$ cat src/rtl/dco_pkg.sv
// dco_pkg: shared duty-mode encoding and default sizing for the digitally controlled oscillator
package dco_pkg;

    typedef enum logic {
        DUTY_SQUARE = 1'b0,
        DUTY_PULSE  = 1'b1
    } duty_mode_t;

    localparam int DCO_W        = 16;
    localparam int DCO_DIV_INIT = 23;

endpackage

$ cat src/rtl/dco_div_ctrl.sv
// dco_div_ctrl: saturating divisor register with load/inc/dec control
module dco_div_ctrl
    import dco_pkg::*;
#(
    parameter int W        = DCO_W,
    parameter int DIV_INIT = DCO_DIV_INIT,
    parameter int DIV_MIN  = 4,
    parameter int DIV_MAX  = 2**W - 1,
    parameter int STEP_W   = 4
) (
    input  logic              clk,
    input  logic              reset_n,
    input  logic              inc,
    input  logic              dec,
    input  logic [STEP_W-1:0] step,
    input  logic              load,
    input  logic [W-1:0]      load_val,
    output logic [W-1:0]      div_num
);

    localparam logic [W:0] MIN_X = (W+1)'(DIV_MIN);
    localparam logic [W:0] MAX_X = (W+1)'(DIV_MAX);

    logic [W:0] cur, stp, up, dn, lv, nxt;

    assign cur = {1'b0, div_num};
    assign stp = (W+1)'(step);
    assign up  = cur + stp;
    assign dn  = cur - stp;
    assign lv  = {1'b0, load_val};

    // next divisor: the extra bit keeps overflow/underflow visible so saturation never wraps
    always_comb begin
        nxt = load          ? (lv < MIN_X ? MIN_X : (lv > MAX_X ? MAX_X : lv)) :
              (inc && dec)  ? cur :
              inc           ? (up > MAX_X ? MAX_X : up) :
              dec           ? ((stp > cur || dn < MIN_X) ? MIN_X : dn) :
                              cur;
    end

    // divisor register, updated every cycle independent of the run enable
    always_ff @(posedge clk or negedge reset_n) begin
        if (!reset_n) div_num <= W'(DIV_INIT);
        else          div_num <= nxt[W-1:0];
    end

endmodule

$ cat src/rtl/dco_param.sv
// dco_param: programmable divider oscillator with phase counter, square/pulse output and period tick
module dco_param
    import dco_pkg::*;
#(
    parameter int W        = DCO_W,
    parameter int DIV_INIT = DCO_DIV_INIT,
    parameter int DIV_MIN  = 4,
    parameter int DIV_MAX  = 2**W - 1,
    parameter int STEP_W   = 4
) (
    input  logic              clk,
    input  logic              reset_n,
    input  logic              en,
    input  logic              inc,
    input  logic              dec,
    input  logic [STEP_W-1:0] step,
    input  logic              load,
    input  logic [W-1:0]      load_val,
    input  logic              phase_rst,
    input  logic              duty_mode,
    output logic              out_clk,
    output logic              period_tick,
    output logic [W-1:0]      div_num,
    output logic              at_min,
    output logic              at_max
);

    if (!(DIV_MIN >= 2 && DIV_MIN <= DIV_INIT && DIV_INIT <= DIV_MAX && DIV_MAX <= 2**W - 1)) begin : g_bad_params
        $error("dco_param: illegal divisor parameters");
    end

    logic [W-1:0] cnt;
    logic         wrap;

    dco_div_ctrl #(
        .W(W), .DIV_INIT(DIV_INIT), .DIV_MIN(DIV_MIN), .DIV_MAX(DIV_MAX), .STEP_W(STEP_W)
    ) u_div (
        .clk(clk),
        .reset_n(reset_n),
        .inc(inc),
        .dec(dec),
        .step(step),
        .load(load),
        .load_val(load_val),
        .div_num(div_num)
    );

    // >= rather than == so a divisor shrunk below cnt still restarts the period
    assign wrap   = phase_rst || cnt >= div_num;
    assign at_min = div_num == W'(DIV_MIN);
    assign at_max = div_num == W'(DIV_MAX);

    // phase counter and registered outputs; everything freezes while en is low
    always_ff @(posedge clk or negedge reset_n) begin
        if (!reset_n) begin
            cnt         <= '0;
            out_clk     <= 1'b1;
            period_tick <= 1'b0;
        end else begin
            period_tick <= en && wrap;
            if (en) begin
                cnt     <= wrap ? '0 : cnt + 1'b1;
                out_clk <= (duty_mode_t'(duty_mode) == DUTY_PULSE) ? (cnt == '0) : (cnt > (div_num >> 1));
            end
        end
    end

endmodule

$ cat config.mk
export PLATFORM = sky130hd
export DESIGN_NAME = dco_param
export DESIGN_NICKNAME = d
export VERILOG_FILES = /design/src/rtl/dco_pkg.sv /design/src/rtl/dco_div_ctrl.sv /design/src/rtl/dco_param.sv
export SDC_FILE = /design/constraint.sdc
export NUM_CORES = 1
export LEC_CHECK = 0
export ABC_AREA = 0
export BUFFER_PORTS_ARGS = -buffer_cell sky130_fd_sc_hd__buf_4
export CAP_MARGIN = 25
export CELL_PAD_IN_SITES_DETAIL_PLACEMENT = 1
export CELL_PAD_IN_SITES_GLOBAL_PLACEMENT = 2
export CORE_MARGIN = 2
export CORE_UTILIZATION = 36
export DETAILED_ROUTE_END_ITERATION = 8
export PLACE_DENSITY_LB_ADDON = 0.1
export SETUP_SLACK_MARGIN = 0.2
export SLEW_MARGIN = 20
export SYNTH_ARGS = -nofsm -noshare
export SYNTH_HDL_FRONTEND = slang
export SYNTH_SLANG_ARGS = --single-unit
$ cat constraint.sdc
create_clock -name clk -period 6.1 [get_ports clk]
set_clock_uncertainty 0.05 [all_clocks]
set_input_delay 0.61 -clock clk [delete_from_list [all_inputs] [get_ports clk]]
set_output_delay 0.61 -clock clk [all_outputs]
set_load 0.1 [all_outputs]
==> key figures <==
Layout
  • Non-Filler Instances: 580
  • Number of antenna diodes: 0
  • Util after Layout: 0.433
  • Finished Cell Area: roughly 0.004 sq mm
  • # nets final: 521
  • Share of cells above drive strength 1: 0.162
  • Fillers: ~1100
  • Synth-to-Final Area Change: 16.8%

Clocking
  • Clk buf depth: 2
  • Post-CTS Setup Bufs: 0
  • # hold bufs at CTS: 0
  • CTS tree: done
  • Clock slew at reported path FFs: 90 ps
  • Clk_lat worst skew: approximately 300 ps
  • Post-CTS sizing: 0
  • Clock sink total: 34
  • Htree depth: 2
  • CTS root buf: clkbuf_8
  • TritonCTS buffer count: 5

GRT
  • Global Route Usage Sum: 0.242
  • First-pass GRT wire length: between 15000 and 20000 microns
  • Largest net degree at the start of global routing: 35
  • Vias in the first global route: roughly 3600
  • Total gr overflow: 0
  • Initial antenna violation count: 0

Timing
  • Rel. slew slack: 0.495
  • RSZ-0062 raised after global routing: false
  • Final slew viol count: 0
  • Tmin final: roughly 3000 ps
  • Slew @ Worst Pin: roughly 760 ps
  • Fin worst setup slack: a little over 3000 ps
  • Final number of hold-violating endpoints: 0
  • Crit share post-route: 0.489
  • Hold WS: 212 ps
  • Setup TNS: 0 ps
  • Peak Freq: 335 MHz
  • Final setup fails: 0

Worst setup path
  • Reg2reg setup slack: 3120 ps
  • Worst reg2reg path depth: 10
  • WS Path Type: reg2reg
  • Crit Path Max Fanout: 6
  • Worst path arrival time: about 3100 ps
  • Critical path's largest stage delay: between 400 and 500 ps
  • Crit Reg-Reg Startpoint: u_div.div_num[0]
  • Cell mode on critical path: inv_1
  • Crit. End Element: flop
  • Required @ worst endpoint: around 6200 ps
  • Crit path launch type: flop
  • Worst R2R End: u_div.div_num[14]
  • Crit-path cells: inv_1 -> ha_1 -> inv_1 -> fa_1 -> and3_1 -> or3_4 -> a2111oi_4 -> a31oi_2 -> o21ai_2 -> o21ai_0
  • CP max stage cell: fa_1

Die
  • Row count: 35
  • Core Area: ~0.0092 sq mm
  • Die ar.: roughly 0.010 sq mm
  • Die Span Y: a little over 100 microns
  • Die W: 102 microns
  • Starting density of the core: 0.371
  • Io pins: 48

Power
  • Leak: approximately 1.8 nW
  • Pwr Total: ~0.86 mW
  • Combinational share of power: 0.446
  • Seq pwr share: 0.329
  • Pwr Density: approximately 210 mW/mm^2
  • P_sw: 0.408 mW
  • Pint: 0.450 mW
  • Switch share: 0.475
  • Max IR drop VDD: 0.0808 mV
  • Clk pwr share: 0.225

Synth
  • Count leader, synth: ha_1
  • Syn_nets: about 480
  • Mapped Area: about 0.0034 sq mm
  • Post-synth top cells: 41 x ha_1, 34 x nor2_1, 31 x inv_1
  • Top FF cell, synth: dfrtp_1
  • Synth top area share: 0.212
  • Area leader, netlist: dfrtp_1
  • Warnings, synthesis: 0
  • Synth Register Bits: 34
  • Sequential area share after synthesis: 0.250
  • Avg Inst Size Synth: between 8 and 9 sq um
  • Post-synth ARST share: 1.00
  • Cell count after synthesis: about 410
  • Post-synth EDFFs: 0
  • Distinct cell type count after synthesis: slightly above 60
  • Synth area leaders: dfrtp_1 21%, ha_1 15%, dfstp_2 3.8%, nor2_1 3.7%, inv_1 3.4%

Drt
  • Drt first pass iters: 4
  • Routed WL per cell: 20.4 microns
  • DR iter-0 viols: 117
  • Vias: approximately 3500
  • Vias per cell: 6.02
  • Routed Antenna Nets: 0
  • Final WL: 11800 microns
  • DRC violations left: 0

Status
  • Status: finished, final reports clean

Place
  • GPL Wtd Cong: between 0.9 and 1
  • DP Wirelength: between 9000 and 10000 microns
  • Post-Place Setup Slack: roughly 3000 ps
  • IO buf count: 47
  • Post-DP Area: between 0.003 and 0.004 sq mm
  • Dpl cells: 572

Run
  • Max_cap viols: 0

Hold path
  • Worst Hold Class: in2async
## state kept, by name, summed over array words and instances (netlist names)
signal	flops
cnt	16
u_div.div_num	16
out_clk	1
period_tick	1
## cells by family (layout without fill, tap and decap cells)
kind of cell               Yosys count  after routing  share of synthesized area
xor gates and xnor gates            13             13                     0.0332
adders and majority gates           43             43                      0.161
buffers and inverters               46             89                     0.0511
and+or+nand+nor                    137            137                      0.217
DFF                                 34             34                      0.250
muxes                                1              1                    0.00292
AOI/OAI and AO/OA                  134            134                      0.284
## critical path: cells and delay by family (launching register included)
kind	cells	cell delay, ps
buffers and inverters	2	140
DFF	1	410
and+or+nand+nor	2	610
adders and majority gates	2	580
AOI/OAI and AO/OA	4	1070
## cell type report
class / instances / area, sq um / area share
sequential: 34 / 857 / 0.214
clock inverter: 2 / 12.5 / 0.00313
tap: 129 / 161 / 0.0403
clock buffer: 6 / 82.6 / 0.0206
multi-input combinational: 328 / 2400 / 0.600
inverter: 32 / 120 / 0.0300
timing repair buffer: 49 / 368 / 0.0919
## routing by layer
metal / global-route usage / vias to the layer above / wire length, microns
li1: - / 1662 / -
met5: 0 / - / 0
met2: 0.435 / 70 / 6140
met1: 0.309 / 1743 / 5170
met3: 0.0276 / 14 / 397
met4: 0.0561 / 0 / 133
## worst max path at each step
stage	cells after the start	start	slack [ps]	endpoint
detailed placement	10	step[0]	2920	u_div.div_num[14]
finish	10	u_div.div_num[0]	3120	u_div.div_num[14]
global route	9	u_div.div_num[0]	2920	u_div.div_num[6]
CTS	10	u_div.div_num[0]	3110	u_div.div_num[14]
floorplan	4	u_div.div_num[8]	970	at_min
global placement	10	step[0]	2970	u_div.div_num[11]
## power by group through the flow
stage	clock (mW)	combinational (mW)	sequential, mW
global placement	0	0.376	0.286
global route	0.205	0.418	0.286
finish	0.193	0.383	0.282
floorplan	0	0.175	0.377
detailed placement	0	0.382	0.286
CTS	0.197	0.384	0.282
## cell usage in the layout (no fill, tap or decap), types with 8 or more instances in the layout
master,n
a21o_1,10
a21oi_1,20
a31oi_1,8
buf_4,49
dfrtp_1,29
ha_1,41
inv_1,31
nand2_1,12
nand2b_1,11
nand3_1,11
nand4_1,17
nor2_1,34
nor3_1,13
nor4_1,12
o21ai_0,21
o31ai_1,9
xor2_1,9
Note: power is estimated with default switching activity, not from simulation.
